### src/rtl/instr_decode_fsm_if.sv
// rtl/instr_decode_fsm_if.sv - instruction handshake and decoded control bundle
// master: instruction source / observer (drives instr_valid, instr)
// slave : decoder (drives instr_ready and all decoded controls, retired count)
interface instr_decode_fsm_if;
   logic        instr_valid;
   logic [15:0] instr;
   logic        instr_ready;
   logic [7:0]  alu_op;
   logic [4:0]  muxA;
   logic [4:0]  muxB;
   logic [15:0] regs_en;
   logic [15:0] imm;
   logic        imm_control;
   logic        buff_en;
   logic        illegal;
   logic [15:0] retired;

   modport master (
      output instr_valid, instr,
      input  instr_ready, alu_op, muxA, muxB, regs_en, imm,
             imm_control, buff_en, illegal, retired
   );

   modport slave (
      input  instr_valid, instr,
      output instr_ready, alu_op, muxA, muxB, regs_en, imm,
             imm_control, buff_en, illegal, retired
   );
endinterface

### src/rtl/instr_decode_fsm.sv
// rtl/instr_decode_fsm.sv - three-state IDLE/DECODE/EXECUTE instruction decoder
// clk   : rising-edge clock
// reset : asynchronous active-low reset
// bus   : slave side of instr_decode_fsm_if (instruction in, decoded controls out)
module instr_decode_fsm (
   input  logic                      clk,
   input  logic                      reset,
   instr_decode_fsm_if.slave         bus
);

   typedef enum logic [1:0] {S_IDLE, S_DECODE, S_EXECUTE} state_t;

   typedef struct packed {
      logic [7:0]  alu_op;
      logic [4:0]  mux_a;
      logic [4:0]  mux_b;
      logic [15:0] imm;
      logic        imm_control;
      logic        illegal;
      logic [15:0] wr_mask;
   } dec_t;

   function automatic dec_t f_decode(input logic [15:0] w);
      dec_t       d;
      logic [3:0] op;
      logic [3:0] rd;
      logic [3:0] ext;
      logic [3:0] rs;
      logic [7:0] imm8;
      logic       rtype;
      logic       cmp;
      op    = w[15:12];
      rd    = w[11:8];
      ext   = w[7:4];
      rs    = w[3:0];
      imm8  = w[7:0];
      rtype = (op == 4'h0);
      cmp   = (op == 4'hB) || (rtype && ext == 4'hB);
      d.alu_op      = rtype ? {op, ext} : {op, 4'h0};
      d.mux_a       = {1'b0, rd};
      d.mux_b       = rtype ? {1'b0, rs} : 5'h00;
      d.imm_control = !rtype;
      if (rtype)
         d.imm = 16'h0000;
      else if (op == 4'h5 || op == 4'h9 || op == 4'hB)
         d.imm = {{8{imm8[7]}}, imm8};
      else if (op == 4'hF)
         d.imm = {imm8, 8'h00};
      else
         d.imm = {8'h00, imm8};
      d.illegal = (op == 4'h4) || (op == 4'h6) || (op == 4'h7) || (op == 4'h8);
      d.wr_mask = cmp ? 16'h0000 : (16'h0001 << rd);
      return d;
   endfunction

   state_t      r_state;
   logic [15:0] r_ir;
   logic [15:0] r_retired;
   logic        r_instr_ready;
   logic [7:0]  r_alu_op;
   logic [4:0]  r_mux_a;
   logic [4:0]  r_mux_b;
   logic [15:0] r_regs_en;
   logic [15:0] r_imm;
   logic        r_imm_control;
   logic        r_buff_en;
   logic        r_illegal;
   dec_t        w_dec;

   // In IDLE the incoming word is decoded so the fields are registered on the
   // accept edge; afterwards the latched IR feeds the decoder, so the write
   // mask taken when leaving DECODE comes from the accepted instruction.
   assign w_dec = f_decode((r_state == S_IDLE) ? bus.instr : r_ir);

   always_ff @(posedge clk or negedge reset) begin
      if (!reset) begin
         r_state       <= S_IDLE;
         r_ir          <= 16'h0000;
         r_retired     <= 16'h0000;
         r_instr_ready <= 1'b1;
         r_alu_op      <= 8'h00;
         r_mux_a       <= 5'h00;
         r_mux_b       <= 5'h00;
         r_regs_en     <= 16'h0000;
         r_imm         <= 16'h0000;
         r_imm_control <= 1'b0;
         r_buff_en     <= 1'b0;
         r_illegal     <= 1'b0;
      end else begin
         case (r_state)
            S_IDLE: begin
               if (bus.instr_valid && r_instr_ready) begin
                  r_ir          <= bus.instr;
                  r_instr_ready <= 1'b0;
                  r_alu_op      <= w_dec.alu_op;
                  r_mux_a       <= w_dec.mux_a;
                  r_mux_b       <= w_dec.mux_b;
                  r_imm         <= w_dec.imm;
                  r_imm_control <= w_dec.imm_control;
                  r_illegal     <= w_dec.illegal;
                  r_state       <= S_DECODE;
               end
            end
            S_DECODE: begin
               if (r_illegal) begin
                  // Undefined opcode: drop straight back to IDLE, no write.
                  r_state       <= S_IDLE;
                  r_instr_ready <= 1'b1;
                  r_alu_op      <= 8'h00;
                  r_mux_a       <= 5'h00;
                  r_mux_b       <= 5'h00;
                  r_imm         <= 16'h0000;
                  r_imm_control <= 1'b0;
                  r_illegal     <= 1'b0;
               end else begin
                  r_state   <= S_EXECUTE;
                  r_regs_en <= w_dec.wr_mask;
                  r_buff_en <= 1'b1;
               end
            end
            S_EXECUTE: begin
               r_state       <= S_IDLE;
               r_instr_ready <= 1'b1;
               r_retired     <= r_retired + 16'h0001;
               r_alu_op      <= 8'h00;
               r_mux_a       <= 5'h00;
               r_mux_b       <= 5'h00;
               r_regs_en     <= 16'h0000;
               r_imm         <= 16'h0000;
               r_imm_control <= 1'b0;
               r_buff_en     <= 1'b0;
            end
            default: begin
               r_state       <= S_IDLE;
               r_instr_ready <= 1'b1;
            end
         endcase
      end
   end

   assign bus.instr_ready = r_instr_ready;
   assign bus.alu_op      = r_alu_op;
   assign bus.muxA        = r_mux_a;
   assign bus.muxB        = r_mux_b;
   assign bus.regs_en     = r_regs_en;
   assign bus.imm         = r_imm;
   assign bus.imm_control = r_imm_control;
   assign bus.buff_en     = r_buff_en;
   assign bus.illegal     = r_illegal;
   assign bus.retired     = r_retired;

endmodule

### src/flat_wrapper.sv
// flat-port wrapper written by rule: the top's interface ports become plain ports
module instr_decode_fsm_flat 
  (clk, reset, bus_instr_valid, bus_instr, bus_instr_ready, bus_alu_op, bus_muxA, bus_muxB, bus_regs_en, bus_imm, bus_imm_control, bus_buff_en, bus_illegal, bus_retired);
  instr_decode_fsm_if bus_i ();
  input  logic clk;
  input  logic reset;
  input wire logic [$bits(bus_i.instr_valid)-1:0] bus_instr_valid;
  input wire logic [$bits(bus_i.instr)-1:0] bus_instr;
  output wire logic [$bits(bus_i.instr_ready)-1:0] bus_instr_ready;
  output wire logic [$bits(bus_i.alu_op)-1:0] bus_alu_op;
  output wire logic [$bits(bus_i.muxA)-1:0] bus_muxA;
  output wire logic [$bits(bus_i.muxB)-1:0] bus_muxB;
  output wire logic [$bits(bus_i.regs_en)-1:0] bus_regs_en;
  output wire logic [$bits(bus_i.imm)-1:0] bus_imm;
  output wire logic [$bits(bus_i.imm_control)-1:0] bus_imm_control;
  output wire logic [$bits(bus_i.buff_en)-1:0] bus_buff_en;
  output wire logic [$bits(bus_i.illegal)-1:0] bus_illegal;
  output wire logic [$bits(bus_i.retired)-1:0] bus_retired;
  assign bus_i.instr_valid = bus_instr_valid;
  assign bus_i.instr = bus_instr;
  assign bus_instr_ready = bus_i.instr_ready;
  assign bus_alu_op = bus_i.alu_op;
  assign bus_muxA = bus_i.muxA;
  assign bus_muxB = bus_i.muxB;
  assign bus_regs_en = bus_i.regs_en;
  assign bus_imm = bus_i.imm;
  assign bus_imm_control = bus_i.imm_control;
  assign bus_buff_en = bus_i.buff_en;
  assign bus_illegal = bus_i.illegal;
  assign bus_retired = bus_i.retired;
  instr_decode_fsm u_core (.clk(clk), .reset(reset), .bus(bus_i));
endmodule
### config.mk
export PLATFORM = sky130hd
export DESIGN_NAME = instr_decode_fsm_flat
export DESIGN_NICKNAME = d
export VERILOG_FILES = /design/src/rtl/instr_decode_fsm_if.sv /design/src/rtl/instr_decode_fsm.sv /design/src/flat_wrapper.sv
export SDC_FILE = /design/constraint.sdc
export NUM_CORES = 1
export LEC_CHECK = 0
export ABC_AREA = 1
export BUFFER_PORTS_ARGS = -buffer_cell sky130_fd_sc_hd__buf_2
export CORE_MARGIN = 2
export CORE_UTILIZATION = 54
export DETAILED_ROUTE_END_ITERATION = 8
export PLACE_DENSITY_LB_ADDON = 0.25
export SLEW_MARGIN = 20
export SYNTH_ARGS = -nofsm -noshare
export SYNTH_HDL_FRONTEND = slang
export SYNTH_SLANG_ARGS = --single-unit
### constraint.sdc
create_clock -name clk -period 2.3 [get_ports clk]
set_input_delay 0.46 -clock clk [delete_from_list [all_inputs] [get_ports clk]]
set_output_delay 0.46 -clock clk [all_outputs]
set_load 0.02 [all_outputs]
==> metrics <==
status=finished clean; RSZ-0062 raised after global routing=no; Vias=3391; global-route wire length before repair=about 15 mm; Netlist cell types=38; Die Area=roughly 8400 um2; Post-DP Area=4708 um2; fillers=679; Layout Cells excl Fill=677; Crit Path Max Fanout=19; Routed wire per std cell=between 10 and 15 um; initial antenna violation count=0; kind of critical path=flop to flop; area leader, netlist=dfrtp_1; Clock Pin Slew Worst Setup and Hold Paths=approximately 90 ps; WP data required=between 2000 and 3000 ps; Setup TNS=0 ps; slew margin rel.=0.6463; Max Clock Freq=between 400 and 500 MHz; P per Cell Area=1421 nW/um2; I/O Buffers=86; CTS tree=built; M3 GR Usage=0.03944; met2 Use GR=0.3609; vias in the first global route=around 3200; Yosys top cell area share=0.5102; main area contributors after synthesis=dfrtp_1 51%, nand2_1 13%, o21ai_0 4.4%; post-CTS sizing=0; Iter 0 DRT Violations=around 150; Final Cell Area=between 4000 and 5000 um2; Worst setup SP type=flop; ratio of cells with drive above 1 in the final layout=0.2574; DRT Wirelength=around 9 mm; GRT Util Overall=0.2288; number of levels in the clock H-tree=3; Top-Level Pins=89; dpl hpwl=~6.5 mm; critical path capture point type=flop; WP data arrival=2330 ps; Final Cycle Share=0.8942; worst-margin pin slew=around 530 ps; Core ar.=~7600 um2; clk_skew=13.49 ps; Hold WC Path Type=primary input to asynchronous set/reset pin; gpl congestion=approximately 0.87; CTS Root Buffer Type=clkbuf_8; Max-Cap Viols=0; GR peak layer=met2; worst hold margin=about 50 ps; post-CTS setup buffer count=0; Max Root-Sink Buffers=2; pre-CTS setup slack=approximately 210 ps; grt total ovfl=0; gate count of the mapped netlist=480; DIE WIDTH=~90 um; Post-Synthesis Cell Area=between 4000 and 5000 um2; final hold vios=0; antenna-violating nets left=0; row cnt=32; worst setup margin=between 200 and 250 ps; met1 usage=0.3182; vias per inst=around 5; die span in y=slightly above 90 um; final net count=594; largest net degree at the start of global routing=48; Slew Limit Fails=0; Antenna diodes=0; Max rail drop VDD=852.1 uV; min Tclk post-route=slightly above 2000 ps; syn avg cell area=8.685 um2; CTS buffer count=9; placed cell count=~660; post-synthesis register bit count=86; CTS sink count=86; clk_lat worst skew=380 ps; DRC Markers=0; growth of design area from synthesis to finish=17.32%; Pleak=about 2.7 nW; Finish-stage setup viols=0; cts hold-fix bufs=0; sequential area share after synthesis=0.5165; YS warnings=0; DR pass1 iterations=4; Initial Util=0.5480
routing by layer:
metal  vias up  routed length [um]
met5         -                   0
met4         0                 144
met3        12                 445
met2        86                4172
met1      1592                4163
li1       1701                   -
worst max-delay path, stage by stage (launching register included):
cell and delay, ps:
dfrtp_1 380, inv_1 80, ha_1 270, inv_2 270, nand2_1 140, nand2_4 150
nand2_4 80, nor2_8 140, nand4_4 220, nand3_1 160, nand2_1 60
where the power goes:
| part | leakage [nW] | switching (mW) | internal [mW] |
|---|---|---|---|
| Clock | 0.0849 | 0.580 | 0.425 |
| Sequential | 1.14 | 0.276 | 2.01 |
| Combinational | 1.47 | 2.51 | 1.15 |
| Total | 2.69 | 3.37 | 3.58 |
kinds of logic after synthesis:
| kind of cell | count (synthesis) | share of synthesized area |
|---|---|---|
| fa+ha+maj | 5 | 0.01501 |
| xor+xnor | 15 | 0.03151 |
| simple gates | 252 | 0.2896 |
| other cells | 1 | 0.0008995 |
| mux | 1 | 0.002701 |
| buf+inv | 62 | 0.06872 |
| compound gates | 58 | 0.07503 |
| flops | 86 | 0.5165 |
stage by stage:
stage	util	total power, mW
global route	0.6429	7.509
CTS	0.6429	6.982
finish	0.6429	6.952
detailed placement	0.6189	5.988
global placement	0.6189	5.900
floorplan	-	5.003
final timing paths:
kind,depth (start not counted),from,slack (ps),to
setup reg to reg,10,u_core.r_state[0],240,u_core.bus.regs_en[9]
hold / removal,1,reset,50,u_core.bus.imm[12]
max in group asynchronous,2,reset,1620,u_core.bus.imm[2]
min in group clk,3,bus_instr[7],310,u_core.r_ir[7]
setup / recovery,10,u_core.r_state[0],240,u_core.bus.regs_en[9]
hold reg to reg,1,u_core.bus.retired[15],470,u_core.bus.retired[15]
synthesized netlist by cell type:
cell type	n
conb_1	1
nand3b_1	1
nand3_1	36
or2_2	1
nand3_4	1
dfstp_2	1
nor2_4	3
xor2_1	11
ha_1	5
xnor2_1	4
o21ai_1	13
or2_1	1
nand2_2	10
a21oi_1	1
o21a_1	2
clkbuf_1	3
nor2_8	2
buf_6	5
o21ai_0	37
nand4_4	1
mux2_2	1
nand4_1	8
or2_0	5
clkinv_1	1
nand2_4	5
clkbuf_2	1
buf_4	2
inv_2	3
nand2_1	143
nand3_2	2
inv_1	41
nor3_1	5
o21ai_2	4
o31ai_1	1
nor2_1	25
buf_2	6
dfrtp_1	85
nor2_2	3
cells in the final DEF (no fill, tap or decap), types with 2 or more instances in the layout:
| cell | netlist | final |
|---|---|---|
| nor2_1 | 25 | 25 |
| nand2_4 | 5 | 5 |
| o21ai_0 | 37 | 37 |
| nor3_1 | 5 | 5 |
| clkbuf_8 | 0 | 10 |
| inv_1 | 41 | 41 |
| nand2_1 | 143 | 143 |
| o21a_1 | 2 | 2 |
| conb_1 | 1 | 2 |
| nand4_1 | 8 | 8 |
| clkinvlp_4 | 0 | 3 |
| buf_2 | 6 | 85 |
| buf_12 | 0 | 2 |
| dfrtp_1 | 85 | 85 |
| xnor2_1 | 4 | 4 |
| xor2_1 | 11 | 11 |
| o21ai_2 | 4 | 4 |
| nor2_2 | 3 | 3 |
| buf_4 | 2 | 8 |
| ha_1 | 5 | 5 |
| nand2_2 | 10 | 10 |
| nand3_1 | 36 | 36 |
| inv_2 | 3 | 3 |
| o21ai_1 | 13 | 13 |
| nor2_8 | 2 | 2 |
| nor2_4 | 3 | 3 |
| or2_0 | 5 | 5 |
| nand3_2 | 2 | 2 |
sequential cells by signal, indices dropped and copies added, names as in the netlist, 2 cells and up:
register / cells
u_core.bus.retired: 16
u_core.bus.muxB: 4
u_core.bus.alu_op: 8
u_core.r_state: 2
u_core.bus.imm: 16
u_core.bus.regs_en: 16
u_core.r_ir: 16
u_core.bus.muxA: 4
area by class of cell:
class | instances | area [um2] | area share
timing repair buffer | 95 | 525.5 | 0.1074
sequential | 86 | 2153 | 0.4403
clock inverter | 6 | 45.04 | 0.009210
inverter | 45 | 168.9 | 0.03454
clock buffer | 10 | 137.6 | 0.02814
tap | 102 | 127.6 | 0.02609
multi-input combinational | 333 | 1733 | 0.3543
Note: power is estimated with default switching activity, not from simulation.
